### config.mk
export PLATFORM = sky130hd
export DESIGN_NAME = mean_tile_sched
export DESIGN_NICKNAME = d
export VERILOG_FILES = /design/src/rtl/mean_pkg.sv /design/src/rtl/delay.sv /design/src/rtl/mean_tile_sched.sv
export SDC_FILE = /design/constraint.sdc
export NUM_CORES = 1
export LEC_CHECK = 0
export CORE_MARGIN = 4
export CORE_UTILIZATION = 45
export DETAILED_ROUTE_END_ITERATION = 7
export HOLD_SLACK_MARGIN = 0.12
export PLACE_DENSITY = 0.72
export REMOVE_ABC_BUFFERS = 1
export SYNTH_ARGS = -nofsm -noshare
export SYNTH_HDL_FRONTEND = slang
export SYNTH_SLANG_ARGS = --single-unit
### constraint.sdc
create_clock -name i_clk -period 3.8 [get_ports i_clk]
set_input_delay 0.76 -clock i_clk [delete_from_list [all_inputs] [get_ports i_clk]]
set_output_delay 0.76 -clock i_clk [all_outputs]
set_load 0.02 [all_outputs]
### src/rtl/mean_pkg.sv
`default_nettype none
// mean_pkg -- shared types and constants for the mean_calc datapath and its tile scheduler. rev 1.0
package mean_pkg;

  localparam int LINE_NUM = 12;

  typedef enum logic [1:0] {
    RANK_1_1  = 2'd0,
    RANK_1_4  = 2'd1,
    RANK_1_9  = 2'd2,
    RANK_1_16 = 2'd3
  } rank_t;

  typedef enum logic [2:0] {
    IDLE      = 3'd0,
    WAIT_BAND = 3'd1,
    PREFETCH  = 3'd2,
    RUN       = 3'd3,
    PAUSE     = 3'd4,
    BAND_END  = 3'd5
  } sched_state_t;

endpackage
`default_nettype wire

### src/rtl/delay.sv
`default_nettype none
// delay -- fixed-latency register pipeline with asynchronous reset to zero. rev 1.0
module delay #(
  parameter int DATA_WIDTH = 1,
  parameter int DELAY_TIME = 1
) (
  input  logic                  clk,
  input  logic                  rst,
  input  logic [DATA_WIDTH-1:0] din,
  output logic [DATA_WIDTH-1:0] dout
);

  generate
    if (DELAY_TIME == 0) begin : g_bypass
      logic unused_clk_rst;
      assign unused_clk_rst = clk ^ rst;
      assign dout = din;
    end else begin : g_pipe
      logic [DATA_WIDTH-1:0] stage [DELAY_TIME];

      always_ff @(posedge clk or posedge rst) begin
        if (rst) begin
          for (int i = 0; i < DELAY_TIME; i++) stage[i] <= '0;
        end else begin
          stage[0] <= din;
          for (int i = 1; i < DELAY_TIME; i++) stage[i] <= stage[i-1];
        end
      end

      assign dout = stage[DELAY_TIME-1];
    end
  endgenerate

endmodule
`default_nettype wire

### src/rtl/mean_tile_sched.sv
`default_nettype none
// mean_tile_sched -- sweeps each band column by column, one rank per tile, pausing only between tiles. rev 1.0
module mean_tile_sched
  import mean_pkg::*;
#(
  parameter int IMG_W    = 1920,
  parameter int IMG_H    = 1080,
  parameter int LINE_NUM = mean_pkg::LINE_NUM,
  parameter int M_DEPTH  = 11,
  parameter int MAP_AW   = 14,
  parameter int LB_LAT   = 1
) (
  input  logic               i_clk,
  input  logic               i_rst,
  input  logic               i_frame_start,
  input  logic               i_band_ready,
  input  logic               i_stall_req,
  output logic               o_map_rd,
  output logic [MAP_AW-1:0]  o_map_addr,
  input  logic [1:0]         i_map_rank,
  output logic               o_lb_rd_en,
  output logic [M_DEPTH-1:0] o_lb_rd_addr,
  output logic               o_data_valid,
  output logic [M_DEPTH-1:0] o_h_count,
  output logic [M_DEPTH-1:0] o_v_count,
  output logic [1:0]         o_rank,
  output logic               o_band_release,
  output logic               o_frame_done,
  output logic               o_busy
);

  localparam int TILES = IMG_W / LINE_NUM;
  localparam int BANDS = IMG_H / LINE_NUM;
  localparam int TW    = (TILES > 1) ? $clog2(TILES) : 1;
  localparam int BW    = (BANDS > 1) ? $clog2(BANDS) : 1;
  localparam int SW    = $clog2(LINE_NUM);
  localparam int LW    = (LB_LAT > 1) ? $clog2(LB_LAT) : 1;
  localparam int DW    = 1 + 2*M_DEPTH + 2;

  localparam logic [M_DEPTH-1:0] LAST_COL  = M_DEPTH'(IMG_W - 1);
  localparam logic [SW-1:0]      LAST_SUB  = SW'(LINE_NUM - 1);
  localparam logic [TW-1:0]      LAST_TILE = TW'(TILES - 1);
  localparam logic [BW-1:0]      LAST_BAND = BW'(BANDS - 1);
  localparam logic [LW-1:0]      LAST_LAT  = LW'(LB_LAT - 1);

  sched_state_t       state;
  logic [M_DEPTH-1:0] col;
  logic [SW-1:0]      sub;
  logic [TW-1:0]      tile;
  logic [BW-1:0]      band;
  logic [LW-1:0]      lat_cnt;
  rank_t              cur_rank;
  rank_t              nxt_rank;
  rank_t              rank_now;
  logic               first_q;
  logic               nxt_q;
  logic               release_q;
  logic               done_q;
  logic               busy_q;
  logic [MAP_AW-1:0]  tile_sel;
  logic [M_DEPTH-1:0] v_count;
  logic [DW-1:0]      meta_in;
  logic [DW-1:0]      meta_out;

  // Tile 0 is fetched from PREFETCH; later tiles are fetched one tile ahead at sub 0.
  assign o_map_rd   = (state == PREFETCH) ||
                      ((state == RUN) && (sub == '0) && (tile != LAST_TILE));
  assign tile_sel   = (state == RUN) ? MAP_AW'(tile) + MAP_AW'(1) : MAP_AW'(tile);
  assign o_map_addr = o_map_rd ? MAP_AW'(band) * MAP_AW'(TILES) + tile_sel : '0;

  assign o_lb_rd_en     = (state == RUN);
  assign o_lb_rd_addr   = col;
  assign o_band_release = release_q;
  assign o_frame_done   = done_q;
  assign o_busy         = busy_q;

  // The tile-0 rank lands in the same cycle as column 0, so bypass it straight through.
  assign rank_now = first_q ? rank_t'(i_map_rank) : cur_rank;
  assign v_count  = M_DEPTH'(band) * M_DEPTH'(LINE_NUM);
  assign meta_in  = {o_lb_rd_en, col, v_count, rank_now};

  delay #(
    .DATA_WIDTH (DW),
    .DELAY_TIME (LB_LAT)
  ) u_align (
    .clk  (i_clk),
    .rst  (i_rst),
    .din  (meta_in),
    .dout (meta_out)
  );

  assign {o_data_valid, o_h_count, o_v_count, o_rank} = meta_out;

  always_ff @(posedge i_clk or posedge i_rst) begin
    if (i_rst) begin
      state     <= IDLE;
      col       <= '0;
      sub       <= '0;
      tile      <= '0;
      band      <= '0;
      lat_cnt   <= '0;
      cur_rank  <= RANK_1_1;
      nxt_rank  <= RANK_1_1;
      first_q   <= 1'b0;
      nxt_q     <= 1'b0;
      release_q <= 1'b0;
      done_q    <= 1'b0;
      busy_q    <= 1'b0;
    end else begin
      first_q   <= (state == PREFETCH);
      nxt_q     <= o_map_rd && (state == RUN);
      release_q <= 1'b0;
      done_q    <= 1'b0;
      if (first_q) cur_rank <= rank_t'(i_map_rank);
      if (nxt_q)   nxt_rank <= rank_t'(i_map_rank);

      case (state)
        IDLE: begin
          busy_q <= i_frame_start;
          if (i_frame_start) begin
            col   <= '0;
            sub   <= '0;
            tile  <= '0;
            band  <= '0;
            state <= WAIT_BAND;
          end
        end
        WAIT_BAND: if (i_band_ready) state <= PREFETCH;
        PREFETCH:  state <= RUN;
        RUN: begin
          if (sub == LAST_SUB) cur_rank <= nxt_rank;
          if (col == LAST_COL) begin
            col     <= '0;
            sub     <= '0;
            tile    <= '0;
            lat_cnt <= '0;
            state   <= BAND_END;
          end else begin
            col <= col + M_DEPTH'(1);
            if (sub == LAST_SUB) begin
              sub  <= '0;
              tile <= tile + TW'(1);
              if (i_stall_req) state <= PAUSE;
            end else begin
              sub <= sub + SW'(1);
            end
          end
        end
        PAUSE: if (!i_stall_req) state <= RUN;
        BAND_END: begin
          if (lat_cnt == LAST_LAT) begin
            release_q <= 1'b1;
            if (band == LAST_BAND) begin
              band   <= '0;
              done_q <= 1'b1;
              state  <= IDLE;
            end else begin
              band  <= band + BW'(1);
              state <= WAIT_BAND;
            end
          end else begin
            lat_cnt <= lat_cnt + LW'(1);
          end
        end
        default: state <= IDLE;
      endcase
    end
  end

endmodule
`default_nettype wire

==> results.py <==
metrics = {
    "final_layout": {
        "syn_to_final_growth_pct": 33.3,
        "final_cells": 580,
        "antenna_cells": 0,
        "final_nets": 512,
        "multi_input_area_mm2": 0.00200,
        "drive_gt1_share_pct": 22.0,
        "final-seq-area_mm2": 0.00163,
        "fill_cells": 652,
    },
    "grt": {
        "overflow": 0,
        "antenna_found_initial": 0,
        "grt_pass1_vias": 2896,
        "grt_max_degree": 56,
        "grt_pass1_wl_um": 14000,
        "grt.total_usage_pct": 17.9,
    },
    "run_status": {
        "violations": "setup timing",
        "outcome": "complete, but fails checks",
    },
    "routing": {
        "wirelength_um": 8690,
        "drt_iter0_markers": 158,
        "vias_per_cell": 5.29,
        "first_pass_iters": 4,
        "drc": 0,
        "via_count": 3071,
        "routedWlPerCell_um": 15.0,
        "ant_nets": 0,
    },
    "placement": {
        "portBuffers": 59,
        "dpl.cell_count": 559,
        "dp_hpwl_um": 6200,
        "gp_congestion": 0.840,
    },
    "clocking": {
        "clockBufferDepth": 2,
        "clk_latency_ps": 350,
        "cts_tree": "yes",
        "cts_buffers": 9,
        "cts_max_level": 3,
        "clk_pin_slew_ps": 70,
        "cts-root-buf": "clkbuf_8",
        "cts_sinks": 65,
    },
    "yosys": {
        "yosysTopAreaCell": "dfrtp_1",
        "syn_area_per_cell_um2": 9.84,
        "async_flop_share_pct": 100,
        "synth-seq-area-share_pct": 43.6,
        "ys_warn_count": 0,
        "yosys-top-cells-count": "65 x dfrtp_1, 42 x nand2_1, 34 x o21ai_0",
        "yosysTopAreaCellShare_pct": 43.6,
        "ys_types": 54,
        "ys_seq_elements": 65,
        "syn_area_mm2": 0.00373,
        "synthCells": 379,
        "synth_ff_type": "dfrtp_1",
        "ys_top_cells_by_area": "dfrtp_1 44%, ha_1 9.7%, o21ai_0 4.6%",
        "synth_most_common_cell": "dfrtp_1",
        "synth-edff-count": 0,
    },
    "setup_path": {
        "crit_required_ps": 3040,
        "start_kind": "flip-flop",
        "worst_ep_arrival_time_ps": 3090,
        "crit_type": "flip-flop to output port",
        "setup.worst_path.end_class": "output port",
        "critPathMaxFanout": 3,
    },
    "timing": {
        "whs_ps": 485,
        "hold_viol_final": 0,
        "setup_viol": 2,
        "layout_setup_ws_ps": -47.6,
        "period_share_pct": 101,
        "fin_skew_ps": 9.24,
        "max_freq_mhz": 260,
        "slew_headroom_pct": 27.5,
        "fin_crit_ps": 3850,
        "rsz0062_at_grt": "yes",
        "drv_slew": 0,
        "worstMarginPinSlew_ps": 1090,
    },
    "die": {
        "die_area_mm2": 0.00981,
        "die_w_um": 99.1,
        "ios": 62,
        "die_y_um": 99.1,
        "rows": 32,
        "core_area_mm2": 0.00789,
        "start_util_pct": 47.3,
    },
    "power": {
        "leakage_nw": 2.34,
        "power.density_mw_per_mm2": 596,
        "ir_drop_uv": 256,
    },
    "run": {
        "cap_viol_max_count": 0,
    },
    "min_path": {
        "hold_path.class": "flip-flop to flip-flop",
    },
}
## layout make-up
class                      instances  share of cell area (%)
tap                              102                    2.57
multi-input combinational        273                    40.2
sequential                        65                    32.7
inverter                          20                    1.51
timing repair buffer             104                    18.5
clock inverter                     6                    1.79
clock buffer                      10                    2.77
## routing by layer
| layer | vias to the layer above | share of wire, % | track usage (%) |
|---|---|---|---|
| li1 | 1505 | - | - |
| met4 | 0 | 1.9 | 7.14 |
| met5 | - | 0 | 0 |
| met3 | 16 | 5.0 | 4.46 |
| met2 | 74 | 48 | 28.2 |
| met1 | 1476 | 45 | 23.7 |
## repair_timing
action                     in CTS  in global routing
hold buffers                    0                  0
buffers inserted                2                  3
pin swaps                       9                  9
setup endpoints to repair       7                  5
gates resized for setup        31                 15
## cell usage in the layout (no fill, tap or decap), types with 9 or more instances in the layout
| cell | Yosys | layout |
|---|---|---|
| clkbuf_8 | 0 | 10 |
| dfrtp_1 | 65 | 65 |
| ha_1 | 29 | 26 |
| mux2_2 | 9 | 9 |
| a21oi_1 | 20 | 18 |
| o21ai_0 | 34 | 33 |
| clkdlybuf4s50_1 | 0 | 52 |
| nor2_1 | 21 | 21 |
| xnor2_1 | 11 | 9 |
| xor2_1 | 11 | 10 |
| nand3_1 | 10 | 10 |
| inv_1 | 20 | 18 |
| nand2_1 | 42 | 40 |
| buf_4 | 13 | 46 |
## worst max-delay path, cell delays in order, from the launching register on
cell     delay (ps)
dfrtp_1         390
ha_2            200
and3_4          180
and3_4          200
nand2_4          50
xnor2_2         130
buf_4           150
ha_4            250
a21o_1          120
a21oi_2          70
o21ba_4         200
buf_6           110
or4_4           410
a21oi_2         140
buf_4           140
## sequential cells by signal, indices dropped and copies added, names as in the netlist
signal	cells
tile	8
band	7
o_lb_rd_addr	11
o_frame_done	1
nxt_q	1
o_band_release	1
o_busy	1
sub	4
u_align.dout	23
first_q	1
nxt_rank	2
state	3
cur_rank	2
## through the flow
| step | setup slack, ps | total power [mW] | utilization, % | instance area, um^2 | TNS, ps |
|---|---|---|---|---|---|
| 2_1_floorplan | -16.7 | 1.73 | - | 3600 | -16.7 |
| 3_3_place_gp | -232 | 2.25 | 58.5 | 4620 | -395 |
| 3_5_place_dp | -295 | 2.29 | 58.5 | 4620 | -586 |
| 4_1_cts | -183 | 2.97 | 62.1 | 4900 | -215 |
| 5_1_grt | -179 | 3.15 | 63.1 | 4970 | -515 |
| 6_report | -47.6 | 2.97 | 63.1 | 4970 | -83.1 |
## power breakdown
part	internal (mW)	total (mW)	switching, mW
clock	0.388	0.667	0.278
sequential	0.861	0.979	0.118
combinational	0.578	1.32	0.742
total	1.83	2.97	1.14
## path summary, 6_finish.rpt
kind / start / to / slack (ps) / cells past startpoint
setup / recovery: tile[0] / o_map_addr[12] / -50 / 14
hold / removal: o_lb_rd_addr[7] / u_align.dout[20] / 480 / 0
setup reg to reg: o_lb_rd_addr[0] / state[0] / 1280 / 6
hold reg to reg: o_lb_rd_addr[7] / u_align.dout[20] / 480 / 0
max in group asynchronous: i_rst / tile[3] / 2040 / 3
min in group asynchronous: i_rst / u_align.dout[14] / 1000 / 2
## cells by family (layout without fill, tap and decap cells)
logic type      count (synthesis)  count (layout)  share of synthesized area (%)
simple gates                  116             116                           15.7
compound gates                 90              90                           14.8
flops                          65              65                           43.6
buf+inv                        42             140                           5.70
fa+ha+maj                      32              32                           11.3
xor+xnor                       23              23                           5.77
mux                            10              10                           2.98
other cells                     1               2                          0.101
(Power assumes the default switching activity.)
